--- src/rtl/frame_buf_seq_pkg.sv ---
// frame_buf_seq_pkg: shared types, DMA register offsets and buffer address helper
package frame_buf_seq_pkg;

    typedef enum logic [1:0] {IDLE, SRC, DST, KICK} state_t;

    typedef logic [1:0] buf_idx_t;

    localparam logic [3:0] REG_SRC  = 4'd0;
    localparam logic [3:0] REG_DST  = 4'd1;
    localparam logic [3:0] REG_CTRL = 4'd3;

    // Buffer index 0/1/2 maps to offset 0, size, 2*size; a shift avoids a multiplier.
    function automatic logic [31:0] buf_addr(input logic [31:0] base, input logic [31:0] size,
                                             input buf_idx_t i);
        return base + ((i == 2'd0) ? 32'd0 : (i == 2'd1) ? size : (size << 1));
    endfunction

endpackage

--- src/rtl/frame_buf_seq_ptr.sv ---
// frame_buf_seq_ptr: combinational triple-buffer rotation (write first, then read)
import frame_buf_seq_pkg::*;

module frame_buf_seq_ptr (
    input  buf_idx_t w,
    input  buf_idx_t r,
    input  buf_idx_t l,
    input  logic     lv,
    input  logic     wr,
    input  logic     rd,
    output buf_idx_t w_nxt,
    output buf_idx_t r_nxt,
    output buf_idx_t l_nxt,
    output logic     lv_nxt
);

    buf_idx_t l_w;
    logic     lv_w;
    logic     take;

    // A completed write parks its buffer as latest and reclaims the old latest.
    assign w_nxt = wr ? l : w;
    assign l_w   = wr ? w : l;
    assign lv_w  = wr | lv;

    // A read only advances when a fresh frame is waiting; otherwise it repeats.
    assign take   = rd & lv_w;
    assign r_nxt  = take ? l_w : r;
    assign l_nxt  = take ? r : l_w;
    assign lv_nxt = lv_w & ~rd;

endmodule

--- src/rtl/frame_buf_seq.sv ---
// frame_buf_seq: triple-buffer sequencer programming a DMA through register writes.
// Optional statistics counters are enabled by defining FRAME_BUF_SEQ_STATS_EN.
import frame_buf_seq_pkg::*;

module frame_buf_seq #(
    parameter logic [31:0] BASE_ADDR = 32'h1000_0000,
    parameter logic [31:0] BUF_SIZE  = 32'h0002_0000
) (
    input  logic        clk,
    input  logic        rst,
    input  logic        en,
    input  logic        wr_eop,
    input  logic        rd_eop,
    output logic        cfg_write,
    output logic [3:0]  cfg_address,
    output logic [3:0]  cfg_byteenable,
    output logic [31:0] cfg_writedata,
    output logic [1:0]  wr_buf,
    output logic [1:0]  rd_buf,
    output logic        busy
`ifdef FRAME_BUF_SEQ_STATS_EN
    ,
    output logic [15:0] drop_cnt,
    output logic [15:0] rep_cnt
`endif
);

    state_t   state;
    buf_idx_t w, r, l, w_nxt, r_nxt, l_nxt;
    logic     lv, lv_nxt, wp, rp, need_cfg;
    logic     ev_w, ev_r, go;

    // Events seen this cycle count together with those latched earlier.
    assign ev_w = wp | wr_eop;
    assign ev_r = rp | rd_eop;
    assign go   = (state == IDLE) && en && (ev_w || ev_r || need_cfg);

    assign wr_buf = w;
    assign rd_buf = r;

    frame_buf_seq_ptr u_ptr (
        .w      (w),
        .r      (r),
        .l      (l),
        .lv     (lv),
        .wr     (go & ev_w),
        .rd     (go & ev_r),
        .w_nxt  (w_nxt),
        .r_nxt  (r_nxt),
        .l_nxt  (l_nxt),
        .lv_nxt (lv_nxt)
    );

    // Sequencer: rotates pointers on IDLE exit, then writes SRC, DST and CTRL registers.
    always_ff @(posedge clk or posedge rst) begin
        if (rst) begin
            state          <= IDLE;
            w              <= 2'd0;
            r              <= 2'd1;
            l              <= 2'd2;
            lv             <= 1'b0;
            wp             <= 1'b0;
            rp             <= 1'b0;
            need_cfg       <= 1'b1;
            cfg_write      <= 1'b0;
            cfg_address    <= 4'd0;
            cfg_byteenable <= 4'd0;
            cfg_writedata  <= 32'd0;
            busy           <= 1'b0;
        end else begin
            w  <= w_nxt;
            r  <= r_nxt;
            l  <= l_nxt;
            lv <= lv_nxt;
            wp <= go ? 1'b0 : ev_w;
            rp <= go ? 1'b0 : ev_r;
            case (state)
                IDLE: if (go) begin
                    state          <= SRC;
                    cfg_write      <= 1'b1;
                    cfg_address    <= REG_SRC;
                    cfg_byteenable <= 4'hF;
                    cfg_writedata  <= buf_addr(BASE_ADDR, BUF_SIZE, r_nxt);
                    busy           <= 1'b1;
                end
                SRC: begin
                    state         <= DST;
                    cfg_address   <= REG_DST;
                    cfg_writedata <= buf_addr(BASE_ADDR, BUF_SIZE, w);
                end
                DST: begin
                    state         <= KICK;
                    cfg_address   <= REG_CTRL;
                    cfg_writedata <= 32'h1;
                end
                KICK: begin
                    state          <= IDLE;
                    need_cfg       <= 1'b0;
                    cfg_write      <= 1'b0;
                    cfg_address    <= 4'd0;
                    cfg_byteenable <= 4'd0;
                    cfg_writedata  <= 32'd0;
                    busy           <= 1'b0;
                end
            endcase
        end
    end

`ifdef FRAME_BUF_SEQ_STATS_EN
    logic drop, rep;

    assign drop = go & ev_w & lv;
    assign rep  = go & ev_r & ~(ev_w | lv);

    // Saturating counts of overwritten unread frames and repeated frames.
    always_ff @(posedge clk or posedge rst) begin
        if (rst) begin
            drop_cnt <= 16'd0;
            rep_cnt  <= 16'd0;
        end else begin
            if (drop && drop_cnt != 16'hFFFF) drop_cnt <= drop_cnt + 16'd1;
            if (rep && rep_cnt != 16'hFFFF) rep_cnt <= rep_cnt + 16'd1;
        end
    end
`endif

endmodule

--- config.mk ---
export PLATFORM = sky130hd
export DESIGN_NAME = frame_buf_seq
export DESIGN_NICKNAME = d
export VERILOG_FILES = /design/src/rtl/frame_buf_seq_pkg.sv /design/src/rtl/frame_buf_seq_ptr.sv /design/src/rtl/frame_buf_seq.sv
export SDC_FILE = /design/constraint.sdc
export NUM_CORES = 1
export LEC_CHECK = 0
export CORE_MARGIN = 2
export CORE_UTILIZATION = 45
export DETAILED_ROUTE_END_ITERATION = 12
export GPL_TIMING_DRIVEN = 1
export PLACE_DENSITY = 0.95
export RECOVER_POWER = 50
export SETUP_SLACK_MARGIN = 0.2
export SYNTH_ARGS = -nofsm -noshare
export SYNTH_HDL_FRONTEND = slang
export SYNTH_SLANG_ARGS = --single-unit
export TNS_END_PERCENT = 5
--- constraint.sdc ---
create_clock -name clk -period 2.6 [get_ports clk]
set_clock_uncertainty 0.2 [all_clocks]
set_input_delay 0.26 -clock clk [delete_from_list [all_inputs] [get_ports clk]]
set_output_delay 0.26 -clock clk [all_outputs]
set_load 0.005 [all_outputs]
==> metrics.txt <==
CTS tree=yes; Cells after DPL=156; RSZ-0062 raised after global routing=no; post-layout net count=141; final worst-path cycle share=0.762; die width=about 55 um; vias in the first global route=674; P&R area growth vs syn=7.21%; status=finished clean; EDFF count, synth=0; final setup vio count=0; Max VDD drop=between 600 and 700 uV; first-pass GRT wire length=3120 um; Core Util, Final=0.511; drc violations=0; Post-Syn Area=1180 um^2; Crit-path slowest cell=dfrtp_1; CTS Buffer Depth=2; final hold vios=0; pin count of the biggest net entering global routing=18; Non-Filler Instances=160; placed instance area=1240 um^2; flops & latches, synth=17; Die Y=~55 um; total gr overflow=0; post-route setup slack=0.620 ns; slew at the pin closest to its max-slew limit=approximately 0.62 ns; Worst setup SP type=register; kind of critical path=register to register; post-synth cell types=34; Leakage Power=0.589 nW; post-synthesis cell count=115; clk root buf=clkbuf_4; async set-or-reset flop fraction in the synthesized netlist=1.00; WL/cell=11.3 um; clock transition at the registers of the reported paths=approximately 0.1 ns; total CTS buffers=3; CTS HTree Levels=1; PortBufs=20; GP Congestion=0.817; Ys Warns=0; total number of vias=just over 700; DRT Pass-1 Iters=4; sequential area share after synthesis=0.364; antenna cells=0; initial DRC count=18; PostCTS Resize Cnt=0; CP startpoint=state[1]; share of cells above drive strength 1=0.208; crit-path cells=inv_1, ha_1, o211a_4, o21ai_2, a22oi_2, nand3b_1, a31oi_2; post-CTS setup buffer count=0; CP peak stage delay=0.43 ns; final instance area=1260 um^2; Hold Crit Class=primary input to async pin; synthesized area per cell=10.3 um^2; critical path data arrival time=2.01 ns; P per Cell Area=1120 nW/um^2; Placement Setup Slack=0.400 ns; std cell rows=18; die area=3050 um^2; Reg2Reg Launch Point=state[1]; DP Wirelength=approximately 1500 um; clk_lat worst skew=0.29 ns; Slew Viols, Final=0; crit path max fanout=6; critical path data required time=2.63 ns; Max Clk Rate=505 MHz; antenna violations before repair=0; Via-to-Cell Ratio=4.54; R2R cell count=7; clock sinks=17; Detail Route Antenna Nets=0; core area=about 2500 um^2; total track usage=0.128; # IOs=around 50; Rel. slew slack=0.586; max cap viols=0; Primary FF master, synth=dfrtp_1; Routed WL=~1800 um; Fin Setup TNS=0 ns; CP Capture Type=register; Hold Buf Count CTS=0; Final min period=1.98 ns; initial core utilization=0.476
[flip-flops by register name (all words and copies together) (netlist names)]
name / flops
cfg_writedata: 3
l: 2
rd_buf: 2
state: 2
wr_buf: 2
cfg_address: 1
cfg_byteenable: 1
lv: 1
need_cfg: 1
rp: 1
wp: 1
[Yosys cell counts, types with 3 or more instances]
library cell / instances / share of area
buf_4: 37 / 0.24
dfrtp_1: 14 / 0.30
dfstp_2: 3 / 0.067
ha_1: 5 / 0.053
inv_1: 4 / 0.013
nand2_1: 5 / 0.016
nor2_1: 10 / 0.032
nor2_2: 3 / 0.016
o21ai_2: 4 / 0.030
[final timing paths]
check	end	slack, ns
max	cfg_writedata[17]	0.62
min	state[0]	0.27
max reg2reg	cfg_writedata[17]	0.62
min reg2reg	need_cfg	0.31
max in group asynchronous	state[1]	1.53
min in group clk	need_cfg	0.31
[final cells by class]
cell class | instances | area, um^2
clock buffers | 3 | 22.5
clock inverters | 1 | 5.00
fillers | 235 | 1210
inverters | 4 | 15.0
multi-input cells | 85 | 556
flip-flops and latches | 17 | 429
well taps | 30 | 37.5
repair buffers | 20 | 200
[cell families after synthesis]
| logic type | after synthesis | synth area share |
|---|---|---|
| AOI/OAI and AO/OA | 22 | 0.178 |
| adders and majority gates | 5 | 0.0530 |
| buffers and inverters | 42 | 0.258 |
| DFF | 17 | 0.364 |
| muxes | 3 | 0.0318 |
| other | 1 | 0.00318 |
| and+or+nand+nor | 25 | 0.112 |
[placed cells by master (no fill, tap or decap), drive strengths merged, types with 3 or more instances in the layout]
cell	count
conb	30
dfrtp	14
clkdlybuf4s50	14
nor2	13
dlygate4sd3	6
nand2	6
ha	5
o21ai	5
inv	4
a21oi	4
clkbuf	3
dfstp	3
mux2	3
[report_power, final]
group	switching, mW	internal (mW)	leakage, nW
sequential	0.128	0.401	0.197
combinational	0.330	0.414	0.374
clock	0.0864	0.0573	0.0177
total	0.544	0.872	0.589
[metal layers]
layer	vias to the layer above	GRT usage	part of all wire
met5	-	0	0
li1	349	-	-
met2	37	0.221	0.50
met3	3	0.0562	0.086
met1	337	0.147	0.41
met4	0	0.0209	0.0055
[metrics by stage]
stage | hold slack (ns) | power, mW
floorplan | -0.0161 | 1.07
global placement | 0.293 | 1.26
detailed placement | 0.297 | 1.30
CTS | 0.157 | 1.45
global route | 0.324 | 1.54
finish | 0.275 | 1.42
[critical path: cells and delay by family, from the launching register on]
| family | cells | cell delay [ns] |
|---|---|---|
| compound gates | 4 | 0.71 |
| flops | 1 | 0.43 |
| fa+ha+maj | 1 | 0.30 |
| buf+inv | 1 | 0.15 |
| simple gates | 1 | 0.12 |
Note: power is estimated with default switching activity, not from simulation.
